===== config.mk =====
export PLATFORM = sky130hd
export DESIGN_NAME = if_stage
export DESIGN_NICKNAME = d
export VERILOG_FILES = /design/src/rtl/cpu_pkg.sv /design/src/rtl/if_predecode.sv /design/src/rtl/if_stage.sv
export SDC_FILE = /design/constraint.sdc
export NUM_CORES = 1
export LEC_CHECK = 0
export ABC_CLOCK_PERIOD_IN_PS = 1800
export BUFFER_PORTS_ARGS = -buffer_cell sky130_fd_sc_hd__buf_2
export CAP_MARGIN = 20
export CELL_PAD_IN_SITES_DETAIL_PLACEMENT = 2
export CELL_PAD_IN_SITES_GLOBAL_PLACEMENT = 2
export CORE_AREA = 2 2 149 151
export CTS_BUF_LIST = sky130_fd_sc_hd__clkbuf_4
export DETAILED_ROUTE_END_ITERATION = 6
export DIE_AREA = 0 0 151 153
export GPL_ROUTABILITY_DRIVEN = 0
export HOLD_SLACK_MARGIN = 0.06
export PLACE_DENSITY = 0.87
export SKIP_LAST_GASP = 1
export SYNTH_ARGS = -nofsm -noshare
export SYNTH_HDL_FRONTEND = slang
export SYNTH_SLANG_ARGS = --single-unit
export TNS_END_PERCENT = 30

===== constraint.sdc =====
create_clock -name clk -period 1.8 [get_ports clk]
set_input_delay 0.09 -clock clk [delete_from_list [all_inputs] [get_ports clk]]
set_output_delay 0.09 -clock clk [all_outputs]
set_load 0.02 [all_outputs]

===== src/rtl/cpu_pkg.sv =====
// Shared definitions for the LoongArch pipeline: branch opcodes, reset PC
// and the IF->ID register layout.
package cpu_pkg;

   localparam logic [5:0]  OP_B   = 6'h14;
   localparam logic [5:0]  OP_BL  = 6'h15;
   localparam logic [5:0]  OP_BEQ = 6'h16;
   localparam logic [5:0]  OP_BNE = 6'h17;

   localparam logic [31:0] RESET_PC_DEFAULT = 32'h1c00_0000;

   localparam int IF_TO_ID_W = 65;

   // IF->ID register; an all-zero value is the bubble encoding.
   typedef struct packed {
      logic        predict;
      logic [31:0] inst;
      logic [31:0] pc;
   } if_to_id_t;

endpackage


===== src/rtl/if_predecode.sv =====
// Static branch predictor: b/bl always taken, beq/bne taken when the
// offset is negative (backward), everything else not taken.
module if_predecode
   import cpu_pkg::*;
(
   input  logic [31:0] inst,
   input  logic [31:0] pc,
   output logic        predict,
   output logic [31:0] target
);

   logic [31:0] offs;

   // Decode opcode and sign-extend the matching branch offset.
   always_comb begin
      predict = 1'b0;
      offs    = '0;
      case (inst[31:26])
         OP_B, OP_BL: begin
            predict = 1'b1;
            offs    = {{4{inst[9]}}, inst[9:0], inst[25:10], 2'b00};
         end
         OP_BEQ, OP_BNE: begin
            predict = inst[25];
            offs    = {{14{inst[25]}}, inst[25:10], 2'b00};
         end
         default: begin
            predict = 1'b0;
            offs    = '0;
         end
      endcase
   end

   assign target = pc + offs;

endmodule


===== src/rtl/if_stage.sv =====
// Instruction-fetch stage: owns the PC, drives the synchronous instruction
// SRAM, buffers returned data across decode stalls and holds the IF->ID
// register {predict, inst, pc}.
// Optional static prediction is enabled by defining IF_STATIC_PREDICT_EN;
// without it predict is 0 and fetch is purely sequential.
module if_stage
   import cpu_pkg::*;
#(
   parameter logic [31:0] RESET_PC = RESET_PC_DEFAULT
)(
   input  logic                  clk,
   input  logic                  rst,
   input  logic                  ID_allowin,
   input  logic                  flush,
   input  logic [31:0]           pc_real,
   output logic                  inst_sram_en,
   output logic [31:0]           inst_sram_addr,
   input  logic [31:0]           inst_sram_rdata,
   output logic [IF_TO_ID_W-1:0] IF_to_ID_zip
);

   logic        fs_valid_q, fs_valid_d;
   logic [31:0] fs_pc_q, fs_pc_d;
   logic [31:0] ibuf_q, ibuf_d;
   logic        ibuf_valid_q, ibuf_valid_d;
   if_to_id_t   zip_q, zip_d;

   logic [31:0] fs_inst;
   logic [31:0] pc_plus4;
   logic [31:0] seq_pc;
   logic        predict;

   // Instruction for fs_pc: buffered copy wins over the live SRAM output.
   assign fs_inst  = ibuf_valid_q ? ibuf_q : inst_sram_rdata;
   assign pc_plus4 = fs_pc_q + 32'd4;

`ifdef IF_STATIC_PREDICT_EN
   logic [31:0] target;

   if_predecode u_predecode (
      .inst    (fs_inst),
      .pc      (fs_pc_q),
      .predict (predict),
      .target  (target)
   );

   assign seq_pc = predict ? target : pc_plus4;
`else
   assign predict = 1'b0;
   assign seq_pc  = pc_plus4;
`endif

   // Next-state and SRAM request: redirect, then cold start, then advance or stall.
   always_comb begin
      fs_valid_d     = fs_valid_q;
      fs_pc_d        = fs_pc_q;
      ibuf_d         = ibuf_q;
      ibuf_valid_d   = ibuf_valid_q;
      zip_d          = zip_q;
      inst_sram_en   = 1'b0;
      inst_sram_addr = '0;
      if (rst) begin
         inst_sram_en   = 1'b0;
         inst_sram_addr = '0;
      end else if (flush) begin
         inst_sram_en   = 1'b1;
         inst_sram_addr = pc_real;
         fs_pc_d        = pc_real;
         fs_valid_d     = 1'b1;
         ibuf_valid_d   = 1'b0;
         if (ID_allowin) zip_d = '0;
      end else if (!fs_valid_q) begin
         inst_sram_en   = 1'b1;
         inst_sram_addr = RESET_PC;
         fs_pc_d        = RESET_PC;
         fs_valid_d     = 1'b1;
         if (ID_allowin) zip_d = '0;
      end else if (ID_allowin) begin
         zip_d.predict  = predict;
         zip_d.inst     = fs_inst;
         zip_d.pc       = fs_pc_q;
         inst_sram_en   = 1'b1;
         inst_sram_addr = seq_pc;
         fs_pc_d        = seq_pc;
         ibuf_valid_d   = 1'b0;
      end else if (!ibuf_valid_q) begin
         // First stall cycle: SRAM data is only valid now, so keep it.
         ibuf_d       = inst_sram_rdata;
         ibuf_valid_d = 1'b1;
      end
   end

   // State registers with synchronous reset.
   always_ff @(posedge clk) begin
      if (rst) begin
         fs_valid_q   <= 1'b0;
         fs_pc_q      <= '0;
         ibuf_q       <= '0;
         ibuf_valid_q <= 1'b0;
         zip_q        <= '0;
      end else begin
         fs_valid_q   <= fs_valid_d;
         fs_pc_q      <= fs_pc_d;
         ibuf_q       <= ibuf_d;
         ibuf_valid_q <= ibuf_valid_d;
         zip_q        <= zip_d;
      end
   end

   assign IF_to_ID_zip = zip_q;

endmodule


==> results.json <==
{
  "end_kind": "output pin",
  "die_w_um": 151,
  "area_growth_pct": 59.0,
  "cp_cell_sequence": "and3_4 > and4_4 > buf_4 > nand3_2 > xor2_2 > a2111oi_4 > buf_4",
  "worst_skew_pair.late_latency_ns": 0.56,
  "ys_seq_elements": 131,
  "yosysWarnings": 0,
  "wl_per_cell_um": 26.2,
  "drive_gt1_share_pct": 37.8,
  "ant_nets": 0,
  "layout_setup_ws_ns": -0.939,
  "max_slew_margin_pct": 48.6,
  "syn_nets": 783,
  "timing.hold.ws_ns": 0.119,
  "grt_usage_pct": 26.5,
  "netlist_instances": 714,
  "first_global_vias": 7805,
  "layout_common_cells": "nand2_1, buf_2, dfxtp_1, buf_4, dlygate4sd3_1",
  "io_buffers": 165,
  "grt_max_degree": 63,
  "layout_min_cycle_time_ns": 2.74,
  "leakage_uw": 0.00393,
  "crit_path_start_kind": "flop",
  "via_count": 7103,
  "outcome": "finished with violations",
  "syn-cell-area_sq_um": 5910,
  "remaining_drc_errors": 0,
  "start_util_pct": 27.5,
  "slew_violations": 0,
  "drt_first_pass_iters": 4,
  "synth_area_leaders": "dfxtp_1, nand2_1, mux2i_1",
  "core_area_sq_um": 21500,
  "antenna_found_initial": 3,
  "worstPathRequired_ns": 1.71,
  "synthArstFlopShare_pct": 0,
  "ios": 166,
  "synth_edf_count": 0,
  "routed_via_density": 5.41,
  "skew_ns": 0.0209,
  "finalPower_uw": 6600,
  "synth_top_area_cell": "dfxtp_1",
  "path_max_fanout": 4,
  "seq_area_frac_synth_pct": 44.4,
  "cts_buffer_depth": 2,
  "syn_avg_cell_area_sq_um": 8.27,
  "grt_first_pass_wirelength_um": 46700,
  "tightestPinTransition_ns": 0.763,
  "hold_violations": 0,
  "hp-class": "in2reg",
  "hpwl_um": 18000,
  "drv_cap": 0,
  "die-area_sq_um": 23100,
  "die_h_um": 153,
  "cts_tree": "done",
  "rsz0062_at_grt": "true",
  "cp.arrival_ns": 2.65,
  "cpPeakStageDelay_ns": 0.46,
  "cts_sinks": 131,
  "cp_common_cell": "buf_4",
  "dp_slack_ns": -0.201,
  "cts.clk_slew.worst_paths_ns": 0.14,
  "p_per_area_nw_per_um2": 702,
  "fin_crit_sh_pct": 152,
  "fin_setup_tns_ns": -23.00,
  "drtIter0Drc": 348,
  "violations": "setup timing",
  "rows": 54,
  "post-route-util_pct": 43.7,
  "ys_types": 49,
  "grt-ovfl-total": 0,
  "cts_made_buffers": 17,
  "yosysTopAreaCellShare_pct": 44.4,
  "slowest_stage": "a2111oi_4",
  "clock-root-buffer": "clkbuf_4",
  "drt-total-wl_um": 34400,
  "final-setup-viol-count": 55,
  "irDropWorstVdd_mv": 0.339,
  "timing_worst_setup_path_type": "reg2out",
  "nets": 1086,
  "final_common_cell": "nand2_1",
  "htree_levels": 4,
  "synthFlopType": "dfxtp_1",
  "fmax_mhz": 365
}
through the flow:
stage	area (sq um)	std cells
2_1_floorplan	5970	714
3_3_place_gp	7560	1183
3_5_place_dp	7560	1183
4_1_cts	8910	1293
5_1_grt	9390	1313
6_report	9390	1313
where the power goes:
group,internal [uW],switching (uW),total (uW)
Sequential,2990,74.3,3070
Clock,1110,1270,2380
Combinational,468,685,1150
Total,4570,2030,6600
worst paths after layout:
path,from,to,slack [ns],cells past startpoint
hold reg to reg,ibuf_q[23],ibuf_q[23],0.47,2
setup / recovery,fs_pc_q[13],inst_sram_addr[26],-0.94,7
setup reg to reg,fs_pc_q[13],fs_pc_q[26],-0.53,10
hold / removal,rst,IF_to_ID_zip[54],0.12,5
state kept, by name, indices dropped and copies added (netlist names):
register      cells
ibuf_valid_q      1
fs_valid_q        1
ibuf_q           32
IF_to_ID_zip     65
fs_pc_q          32
worst max-delay path: cells and delay by family (launching register included):
kind,cells,cell delay (ns)
buffers and inverters,2,0.36
xor gates and xnor gates,1,0.20
AOI/OAI and AO/OA,1,0.46
and+or+nand+nor,3,0.61
DFF,1,0.44
cells by family after synthesis:
| family | share of synthesized area (%) |
|---|---|
| buffers and inverters | 4.49 |
| multiplexers | 5.81 |
| flip-flops | 44.4 |
| AND/OR/NAND/NOR | 20.6 |
| AO/OA/AOI/OAI | 18.3 |
| adder cells (fa/ha/maj) | 0.212 |
| XOR/XNOR | 6.23 |
per-layer routing:
layer / vias up / global-route usage, % / wire length (um) / share of wire [%]
li1: 3087 / - / - / -
met1: 3598 / 29.2 / 13000 / 38
met2: 295 / 47.5 / 17800 / 52
met3: 123 / 5.34 / 1550 / 4.5
met4: 0 / 14.0 / 2010 / 5.9
met5: - / 0 / 0 / 0
final cells by class:
type                            count  area (sq um)
Antenna cell                        3          7.51
Clock buffer                       18           135
Clock inverter                     14           188
Fill cell                        2305         12100
Inverter                            5          18.8
Multi-Input combinational cell    520          3480
Sequential cell                   131          2650
Tap cell                          280           350
Timing Repair Buffer              342          2560
cell usage after synthesis, types with 2 or more instances:
master	n
nor2b_1	4
mux2i_1	32
nor3_1	9
dfxtp_1	131
buf_2	17
a22oi_1	2
xor2_1	34
nor2_1	24
a2111oi_2	2
nor4_1	3
clkbuf_1	30
a31oi_1	2
nand2_1	158
a21oi_1	61
buf_1	10
a211oi_1	5
a22o_1	28
a311oi_1	2
a221oi_1	2
or3_1	2
nand2b_1	3
xnor2_1	8
and4_1	4
nand3_1	20
inv_1	5
o21ai_0	47
and3_1	9
nand4_1	15
nand3_2	2
o21ai_1	17
o22ai_1	4
and2_1	5
repair_timing:
action                                 CTS  global route
gates resized for setup                 66            81
pin swaps                               15            30
setup buffers                            8            18
endpoints found under the hold margin   98             0
setup endpoints to repair               42            52
gates cloned                             1             0
hold buffers                            69             0
(Power assumes the default switching activity.)
